## src/rtl/multicycle_control_unit.sv

```systemverilog
// Multi-cycle RV32I sequencer: FETCH -> DECODE -> EXECUTE -> MEM -> WRITEBACK, owning IR, PC, regfile and dmem timing.
// Outputs are combinational from state, IR and the ready/branch inputs; all strobes are forced low while rst is high.
module multicycle_control_unit #(
  parameter logic [31:0] RESET_IR = 32'h0000_0013
) (
  input  logic        clk,
  input  logic        rst,
  output logic        imem_req,
  input  logic        imem_ready,
  input  logic [31:0] imem_rdata,
  output logic [31:0] ir,
  output logic        dmem_req,
  output logic        dmem_we,
  input  logic        dmem_ready,
  input  logic        branch_taken,
  output logic        pc_write,
  output logic [1:0]  pc_src,
  output logic [1:0]  alu_a_sel,
  output logic        alu_b_sel,
  output logic [1:0]  wb_sel,
  output logic        reg_write,
  output logic        instret,
  output logic        halted
);

  typedef enum logic [2:0] {
    S_FETCH,
    S_DECODE,
    S_EXECUTE,
    S_MEM,
    S_WRITEBACK,
    S_HALT
  } state_t;

  typedef enum logic [3:0] {
    C_OP,
    C_OPIMM,
    C_LOAD,
    C_STORE,
    C_BRANCH,
    C_JAL,
    C_JALR,
    C_LUI,
    C_AUIPC,
    C_MISC,
    C_SYSTEM,
    C_ILLEGAL
  } iclass_t;

  localparam logic [1:0] A_RS1  = 2'd0;
  localparam logic [1:0] A_PC   = 2'd1;
  localparam logic [1:0] A_ZERO = 2'd2;

  localparam logic [1:0] WB_ALU  = 2'd0;
  localparam logic [1:0] WB_LOAD = 2'd1;
  localparam logic [1:0] WB_PC4  = 2'd2;

  localparam logic [1:0] PC_PLUS4 = 2'd0;
  localparam logic [1:0] PC_IMM   = 2'd1;
  localparam logic [1:0] PC_ALU   = 2'd2;

  state_t      state_q, state_d;
  logic [31:0] ir_q, ir_d;
  iclass_t     iclass;

  logic [1:0]  a_sel_c;
  logic        b_sel_c;
  logic [1:0]  wb_sel_c;

  // All listed opcodes end in 2'b11, so compressed encodings fall through to illegal.
  always_comb begin
    iclass = C_ILLEGAL;
    case (ir_q[6:0])
      7'b0110011: iclass = C_OP;
      7'b0010011: iclass = C_OPIMM;
      7'b0000011: iclass = C_LOAD;
      7'b0100011: iclass = C_STORE;
      7'b1100011: iclass = C_BRANCH;
      7'b1101111: iclass = C_JAL;
      7'b1100111: iclass = C_JALR;
      7'b0110111: iclass = C_LUI;
      7'b0010111: iclass = C_AUIPC;
      7'b0001111: iclass = C_MISC;
      7'b1110011: iclass = C_SYSTEM;
      default:    iclass = C_ILLEGAL;
    endcase
  end

  always_comb begin
    a_sel_c  = A_RS1;
    b_sel_c  = 1'b1;
    wb_sel_c = WB_ALU;
    case (iclass)
      C_OP, C_BRANCH: b_sel_c = 1'b0;
      C_LUI:          a_sel_c = A_ZERO;
      C_AUIPC:        a_sel_c = A_PC;
      C_JAL: begin
        a_sel_c  = A_PC;
        wb_sel_c = WB_PC4;
      end
      C_JALR:         wb_sel_c = WB_PC4;
      C_LOAD:         wb_sel_c = WB_LOAD;
      default: ;
    endcase
  end

  always_comb begin
    state_d = state_q;
    ir_d    = ir_q;
    case (state_q)
      S_FETCH: begin
        if (imem_ready) begin
          ir_d    = imem_rdata;
          state_d = S_DECODE;
        end
      end
      S_DECODE: state_d = (iclass == C_ILLEGAL) ? S_HALT : S_EXECUTE;
      S_EXECUTE: begin
        case (iclass)
          C_BRANCH, C_MISC:   state_d = S_FETCH;
          C_SYSTEM, C_ILLEGAL: state_d = S_HALT;
          C_LOAD, C_STORE:    state_d = S_MEM;
          default:            state_d = S_WRITEBACK;
        endcase
      end
      S_MEM: begin
        if (dmem_ready) state_d = (iclass == C_STORE) ? S_FETCH : S_WRITEBACK;
      end
      S_WRITEBACK: state_d = S_FETCH;
      S_HALT:      state_d = S_HALT;
      default:     state_d = S_HALT;
    endcase
  end

  always_ff @(posedge clk) begin
    if (rst) begin
      state_q <= S_FETCH;
      ir_q    <= RESET_IR;
    end else begin
      state_q <= state_d;
      ir_q    <= ir_d;
    end
  end

  assign ir = ir_q;

  // rst gates every strobe so an in-flight request drops in the reset cycle itself.
  always_comb begin
    imem_req  = 1'b0;
    dmem_req  = 1'b0;
    dmem_we   = 1'b0;
    pc_write  = 1'b0;
    pc_src    = PC_PLUS4;
    alu_a_sel = A_RS1;
    alu_b_sel = 1'b0;
    wb_sel    = WB_ALU;
    reg_write = 1'b0;
    instret   = 1'b0;
    halted    = 1'b0;
    if (!rst) begin
      case (state_q)
        S_FETCH: imem_req = 1'b1;
        S_EXECUTE: begin
          alu_a_sel = a_sel_c;
          alu_b_sel = b_sel_c;
          wb_sel    = wb_sel_c;
          if (iclass == C_BRANCH) begin
            pc_write = 1'b1;
            pc_src   = branch_taken ? PC_IMM : PC_PLUS4;
            instret  = 1'b1;
          end else if (iclass == C_MISC) begin
            pc_write = 1'b1;
            instret  = 1'b1;
          end
        end
        S_MEM: begin
          alu_a_sel = a_sel_c;
          alu_b_sel = b_sel_c;
          wb_sel    = wb_sel_c;
          dmem_req  = 1'b1;
          dmem_we   = (iclass == C_STORE);
          if (dmem_ready && iclass == C_STORE) begin
            pc_write = 1'b1;
            instret  = 1'b1;
          end
        end
        S_WRITEBACK: begin
          alu_a_sel = a_sel_c;
          alu_b_sel = b_sel_c;
          wb_sel    = wb_sel_c;
          reg_write = 1'b1;
          pc_write  = 1'b1;
          instret   = 1'b1;
          if (iclass == C_JAL)       pc_src = PC_IMM;
          else if (iclass == C_JALR) pc_src = PC_ALU;
        end
        S_HALT:  halted = 1'b1;
        default: ;
      endcase
    end
  end

endmodule

```

## config.mk

```make
export PLATFORM = sky130hd
export DESIGN_NAME = multicycle_control_unit
export DESIGN_NICKNAME = d
export VERILOG_FILES = /design/src/rtl/multicycle_control_unit.sv
export SDC_FILE = /design/constraint.sdc
export NUM_CORES = 1
export LEC_CHECK = 0
export CAP_MARGIN = 20
export CORE_ASPECT_RATIO = 1.2
export CORE_MARGIN = 2
export CORE_UTILIZATION = 40
export DETAILED_ROUTE_END_ITERATION = 10
export GPL_TIMING_DRIVEN = 0
export PLACE_DENSITY = 0.78
export SLEW_MARGIN = 10
export SYNTH_ARGS = -nofsm -noshare
export SYNTH_HDL_FRONTEND = slang
export SYNTH_SLANG_ARGS = --single-unit
```

## constraint.sdc

```tcl
create_clock -name clk -period 2.6 [get_ports clk]
set_clock_uncertainty 0.2 [all_clocks]
set_input_delay 0.52 -clock clk [delete_from_list [all_inputs] [get_ports clk]]
set_output_delay 0.52 -clock clk [all_outputs]
set_load 0.05 [all_outputs]
```

# == Word level (Yosys, flattened, before mapping) ==
# Index checks and enable logic that the tools add are counted.
# W data, S select, Z words.
# word_totals
latch_bits,0
out_inout_bits,46
rom_bits,0
inputBits,37
regBits,35
ramBits,0
mem_count,0
# op_classes
muxes,37
n_eq_ne,28
n_lt_le_gt_ge,0
div_mod_pow,0
n_bitwise,0
n_mul,0
add_sub_neg,0
shifts,0
n_reduce_logical,12
# ops
operator,n
$pmux W4 S11,1
$eq A7 B7 Y1 const B,4
$eq A7 B6 Y1 const B,3
$mux W1,19
$eq A4 B3 Y1 const B,4
$eq A4 B4 Y1 const B,4
$pmux W3 S5,1
$eq A7 B5 Y1 const B,2
$mux W2,7
$mux W3,4
$pmux W2 S2,3
$reduce_or A2 Y1,6
$pmux W3 S3,1
$eq A4 B2 Y1 const B,2
$eq A7 B2 Y1 const B,1
$eq A7 B4 Y1 const B,1
$eq A3 B2 Y1 const B,2
$eq A3 B3 Y1 const B,2
$logic_not A4 Y1,1
$ne A2 B2 Y1 const B,2
$reduce_and A2 Y1,2
$eq A3 B1 Y1 const B,1
$logic_not A3 Y1,1
$pmux W1 S3,1
other kinds (2),2

# == Depth between registers and ports, before layout ==
# Gate-level depths: netlist (run 1).
# logic_depth
word_depth,7
depth_mapped,7

# == Least setup slack after synthesis (run 1) ==
# Ideal clock, no wire load.
# synth_timing
path_kind,reg2out
from,"register ir_q[0], in the netlist ir[0]"
to,output port pc_write
arrival_time_ps,2603
setup_slack_ps,-723
path_stages_with_launch,7
n_path_buf,1
path_cell_list,dfxtp_1 nor4bb_4 and3_1 a32o_1 nand2_1 a21oi_1 buf_4
# synth_via
elab_chain_len,7
word_cells_on_any_way,21
classes_between,14 x eq/ne; 6 x mux; 1 x reduce/logical
# synth_rtl
item,line,rtl
from (decl),63,"logic [31:0] ir_q, ir_d;"
from (signal assigned),141,ir_q <= ir_d;
"$eq A7 B7 Y1, or another cell as far along",73,case (ir_q[6:0])
$pmux W4 S11 (*),73,
$eq A4 B4 Y1 / $eq A4 B2 Y1 (equally long branches),"171, 182",
$mux W1 / $logic_and A1 B1 Y1 (equally long branches),n/a,
$mux W1 (on tied branches),n/a,
$pmux W1 S3 (*),n/a,
$mux W1 (*),n/a,
to (decl),16,"output logic pc_write,"
# Mark *: on every way between the ends. The rest lies on a longest branch, timed or not.

# == Worst setup path after layout (run 1) ==
# layout_timing
from,"register ir_q[2], in the netlist ir[2]"
to,output port pc_write
# layout_via
elab_chain_len,7
word_cells_on_any_way,21
classes_between,14 x eq/ne; 6 x mux; 1 x reduce/logical
# layout_rtl
item,line,rtl
"$eq A7 B7 Y1, or another cell as far along",73,
$pmux W4 S11 (*),73,
$eq A4 B4 Y1 / $eq A4 B2 Y1 (equally long branches),"171, 182",
$mux W1 / $logic_and A1 B1 Y1 (equally long branches),"171, 182",
$mux W1 (on tied branches),"167, 182",
$pmux W1 S3 (*),161,case (state_q)
$mux W1 (*),160,if (!rst) begin
# Marked as above.

==> results.txt, run 1 <==
status -> complete, no violations
R2R Path Start -> ir[5]
Max Cap Viol -> 0
Worst Setup Slack, final -> 0.0237 ns
Die W -> 63.9 µm
final instance area -> 2870 µm²
final WL -> 4890 µm
Hold Path Origin -> ir[15]
CP Data Required Time -> 1.88 ns
CP max FO -> 6
CP Cell Sequence -> nor4bb_4 -> and3_4 -> a32o_2 -> nand2_2 -> a21oi_4 -> buf_6 -> buf_8
Synth Flop Type -> dfxtp_1
WL/cell -> 12.8 µm
area post-placement -> 2690 µm²
Slowest cell on crit path -> dfxtp_4
Max-slew headroom -> 64.8%
Final Hold Viols -> 0
Min-Delay Path Class -> register to register
RD Place Congestion -> 0.889
# clock sinks -> 35
Mapped Avg Cell Area -> 7.46 µm²
RSZ-0062 raised after global routing -> yes
critical path startpoint category -> register
share of cells above drive strength 1 -> 19.6%
post-DR vias/cell -> 5.07
Final #Nets -> 362
initial antenna violation count -> 0
register area share after synthesis -> 40.6%
Max IR drop VDD -> 0.571 mV
io pins -> 83
DR vias -> 1937
largest net degree at the start of global routing -> 12
Worst Path Arrival -> 1.86 ns
register bit total from synthesis -> 35
n_diodes -> 0
Initial DRT Pass Iterations -> 4
ANT nets after route -> 0
EDFF count, synth -> 0
1st-iter DRT viols -> 96
Rows -> 26
first-pass GRT wire length -> 8180 µm
maximum clock insertion buffer count -> 2
vias in the first global route -> 1831
CP max stage delay -> 0.37 ns
reg2reg path depth -> 7
# fillers -> 374
Mapped Cells -> 231
most frequent cells in the layout -> 71 x nand2_1, 67 x clkdlybuf4s50_1, 34 x a21oi_1
Total Routing Usage GR -> 20.5%
clock slew at reported path FFs -> 0.07 ns
Cell variety after synth -> 42
Die ar. -> 4850 µm²
end-of-flow core utilization -> 68.3%
Layout area overhead -> 66.3%
async set-reset flop share out of synthesis -> 0%
post-route setup TNS -> 0 ns
synthesized cell area -> 1720 µm²
Detail Placement HPWL -> 3690 µm
Post-Syn Nets -> 268
Synth Warn # -> 0
DRC errors left -> 0
core area -> 4200 µm²
Leak -> 0.00108 µW
CTS Hold Bufs -> 0
H-tree depth -> 2
Critical Path End Type -> output port
Place WS -> -0.518 ns
fin. max-slew vios -> 0
# port buffers -> 81
critical path class -> register to output port
endpoints failing setup -> 0
Clock Latency Late Sink -> 0.28 ns
commonest non-fill, non-tap cell in the layout -> nand2_1
pwr dens -> 960 nW/µm²
Tmin final -> 2.58 ns
Max Clock Freq -> 0.388 GHz
Root Buffer -> clkbuf_8
Period Utilization, post-route -> 99.1%
Initial Utilization -> 41.1%
die height -> 75.9 µm
hold path depth -> 2
Slew @ Worst Pin -> 0.526 ns
Setup crit start -> ir[2]
GRT overflow -> 0
CTS Buf Count -> 5
TritonCTS clock tree -> done
## stage by stage
step                      total power, µW  hold slack [ns]  instances
after floorplan                      1820            0.390        231
after global placement               2260            0.241        368
after detailed placement             2270            0.246        368
after CTS                            2730            0.256        378
after global routing                 2910            0.275        382
final                                2750            0.252        382
## synth_stat cells, drive strengths merged (2+ instances only)
| master | count | area [µm²] |
|---|---|---|
| o31ai | 4 | 30.0 |
| nand2 | 73 | 277 |
| a311oi | 2 | 17.5 |
| a21oi | 36 | 180 |
| buf | 10 | 63.8 |
| nor2 | 11 | 41.3 |
| and3 | 2 | 12.5 |
| dfxtp | 35 | 701 |
| clkbuf | 11 | 41.3 |
| nand3b | 4 | 30.0 |
| o21ai | 2 | 10.0 |
| nor2b | 2 | 12.5 |
| nand2b | 4 | 25.0 |
| a31oi | 2 | 12.5 |
| nor3 | 11 | 60.1 |
## registers in the layout, summed over array words and instances (netlist names)
signal   cells
ir          32
state_q      3
## report_power, final
group | switching [µW] | leakage [µW] | total, µW | internal (µW)
clock | 195 | 0.0000505 | 435 | 241
combinational | 969 | 0.000744 | 1540 | 567
sequential | 117 | 0.000289 | 781 | 664
total | 1280 | 0.00108 | 2750 | 1470
## cells by family (layout without fill, tap and decap cells)
logic type / count (synthesis) / count (layout) / share of synthesized area, %
xor gates and xnor gates: 1 / 1 / 0.508
and+or+nand+nor: 123 / 123 / 35.6
AOI/OAI and AO/OA: 50 / 50 / 16.9
DFF: 35 / 35 / 40.6
buffers and inverters: 22 / 117 / 6.31
## critical path: cells and delay by family (launching register included)
| family | cells | cell delay, ns |
|---|---|---|
| AO/OA/AOI/OAI | 2 | 0.36 |
| buffers and inverters | 2 | 0.25 |
| AND/OR/NAND/NOR | 3 | 0.59 |
| flip-flops | 1 | 0.37 |
## cell type report
| type | instances | area [µm²] | area share, % |
|---|---|---|---|
| inverter | 1 | 3.75 | 0.131 |
| tap | 56 | 70.1 | 2.44 |
| clock inverter | 1 | 7.51 | 0.262 |
| clock buffer | 7 | 96.3 | 3.36 |
| buffer | 18 | 93.8 | 3.27 |
| timing repair buffer | 90 | 870 | 30.3 |
| multi-input combinational | 174 | 1010 | 35.2 |
| sequential | 35 | 717 | 25.0 |
## path summary, 6_finish.rpt
check	slack (ns)	end
setup / recovery	0.02	pc_write
hold / removal	0.25	ir[15]
hold reg to reg	0.25	ir[15]
setup reg to reg	0.85	state_q[2]
## routing by layer
metal | wire length [µm] | share of wire [%] | GRT usage, %
met5 | 0 | 0 | 0
met4 | 82 | 1.7 | 7.61
met3 | 415 | 8.5 | 7.57
met2 | 2430 | 50 | 33.6
met1 | 1960 | 40 | 24.2
## what timing repair did
action	CTS	global route
endpoints found under the setup margin	14	9
pin swaps	4	3
resized for setup	64	15
buffers inserted	3	6
(Power assumes the default switching activity.)
==> run 2, diff against run 1 <==
--- a/config.mk
+++ b/config.mk
@@ -6,12 +6,14 @@
 export NUM_CORES = 1
 export LEC_CHECK = 0
 export CAP_MARGIN = 20
+export CELL_PAD_IN_SITES_DETAIL_PLACEMENT = 1
+export CELL_PAD_IN_SITES_GLOBAL_PLACEMENT = 1
 export CORE_ASPECT_RATIO = 1.2
 export CORE_MARGIN = 2
-export CORE_UTILIZATION = 40
+export CORE_UTILIZATION = 28
 export DETAILED_ROUTE_END_ITERATION = 10
 export GPL_TIMING_DRIVEN = 0
-export PLACE_DENSITY = 0.78
+export PLACE_DENSITY = 0.82
 export SLEW_MARGIN = 10
 export SYNTH_ARGS = -nofsm -noshare
 export SYNTH_HDL_FRONTEND = slang
==> run 2 against run 1 <==
Net effect:
- sequential cell count unchanged
- final cell count up 5.8%
- worst setup slack worse by 0.0064 ns
- critical path depth unchanged
- utilization down 21 points
- fmax down 0.25%
- wire length up 15%
- clock power down 13%
- sequential share of layout area up 0.40 points
==> results.txt, run 2 (same netlist as run 1, synthesis figures left out) <==
status -> complete, no violations
CP max FO -> 5
TritonCTS clock tree -> done
reg2reg path depth -> 5
commonest non-fill, non-tap cell in the layout -> nand2_1
Final Hold Viols -> 0
critical path startpoint category -> register
final WL -> 5640 µm
Final Non-Filler Cells -> 404
Rows -> 31
Total Routing Usage GR -> 16.8%
Layout area overhead -> 64.2%
DR vias -> 1970
GRT overflow -> 0
first-pass GRT wire length -> 9140 µm
ANT nets after route -> 0
post-route setup TNS -> 0 ns
Max-slew headroom -> 64.2%
maximum clock insertion buffer count -> 2
Clock Latency Late Sink -> 0.28 ns
CP Data Required Time -> 1.88 ns
met2 wire length -> 2890 µm
# clock sinks -> 35
pwr dens -> 952 nW/µm²
Place WS -> -0.535 ns
clock slew at reported path FFs -> 0.07 ns
Max Cap Viol -> 0
core area -> 6010 µm²
total power -> 2690 µW
H-tree depth -> 2
Die W -> 75.6 µm
Root Buffer -> clkbuf_8
Initial DRT Pass Iterations -> 4
Slew @ Worst Pin -> 0.535 ns
most frequent cells in the layout -> 71 x nand2_1, 67 x clkdlybuf4s50_1, 34 x a21oi_1
Leak -> 0.00105 µW
CTS Buf Count -> 5
DRC errors left -> 0
RD Place Congestion -> 0.812
RSZ-0062 raised after global routing -> yes
top layer used by detailed routing -> met4
post-DR vias/cell -> 4.88
area post-placement -> 2720 µm²
critical path class -> register to output port
Critical Path End Type -> output port
Initial Utilization -> 28.7%
Largest register FFs -> 32
Die ar. -> 6800 µm²
initial antenna violation count -> 0
n_diodes -> 0
Placed Cells -> 394
die height -> 90.0 µm
met3 WL -> 403 µm
1st-iter DRT viols -> 95
# port buffers -> 81
largest net degree at the start of global routing -> 12
hold path depth -> 2
Max IR drop VDD -> 0.447 mV
Tmin final -> 2.58 ns
endpoints failing setup -> 0
Max Clock Freq -> 0.387 GHz
Period Utilization, post-route -> 99.3%
share of cells above drive strength 1 -> 17.1%
Min-Delay Path Class -> register to register
Final #Nets -> 358
R2R setup slack -> 0.80 ns
Worst Setup Slack, final -> 0.0172 ns
vias in the first global route -> 1956
WL/cell -> 14.0 µm
fin. max-slew vios -> 0
io pins -> 83
Worst Path Arrival -> 1.86 ns
final instance area -> 2830 µm²
WL met1 -> 2270 µm
Detail Placement HPWL -> 4320 µm
[run 2: report_power, final]
part	switching, µW	internal [µW]
clock network	192	188
logic	995	550
registers	104	665
[run 2: path summary, 6_finish.rpt]
kind                            startpoint       end
worst min-delay path                ir[13]    ir[13]
worst min register to register      ir[13]    ir[13]
worst max register to register  state_q[2]     ir[9]
worst max-delay path                 ir[3]  pc_write
[run 2: per-stage QoR]
step                util, %  hold WS, ns
floorplan                 -        0.390
global placement       45.2        0.241
detailed placement     45.2        0.252
CTS                    46.8        0.262
global route           47.1        0.276
finish                 47.1        0.258
[run 2: layout make-up]
cell class	instances	area [µm²]
inverter	1	3.75
tap	82	103
sequential	35	719
multi-input combinational	174	1000
clock inverter	1	5.00
fill	754	3180
clock buffer	7	76.3
timing repair buffer	85	826
buffer	19	96.3
[run 2: repair_timing]
action                     4_1_cts  5_1_grt
pin swaps                        4        1
setup endpoints to repair       14        9
buffers inserted                 3        1
gates resized for setup         67       10
hold buffers                     0        0
[run 2: metal layers]
metal / GRT usage, % / vias to the layer above
li1: - / 967
met3: 5.27 / 7
met1: 20.3 / 941
met2: 28.3 / 55
met5: 0 / -
met4: 4.39 / 0
[run 2: critical path, cell delays in order, from the launching register on]
cell      delay [ns]
dfxtp_4         0.38
nor4bb_4        0.31
and3_4          0.24
a32o_1          0.18
nand2_2         0.07
a21oi_4         0.16
buf_6           0.12
buf_8           0.13
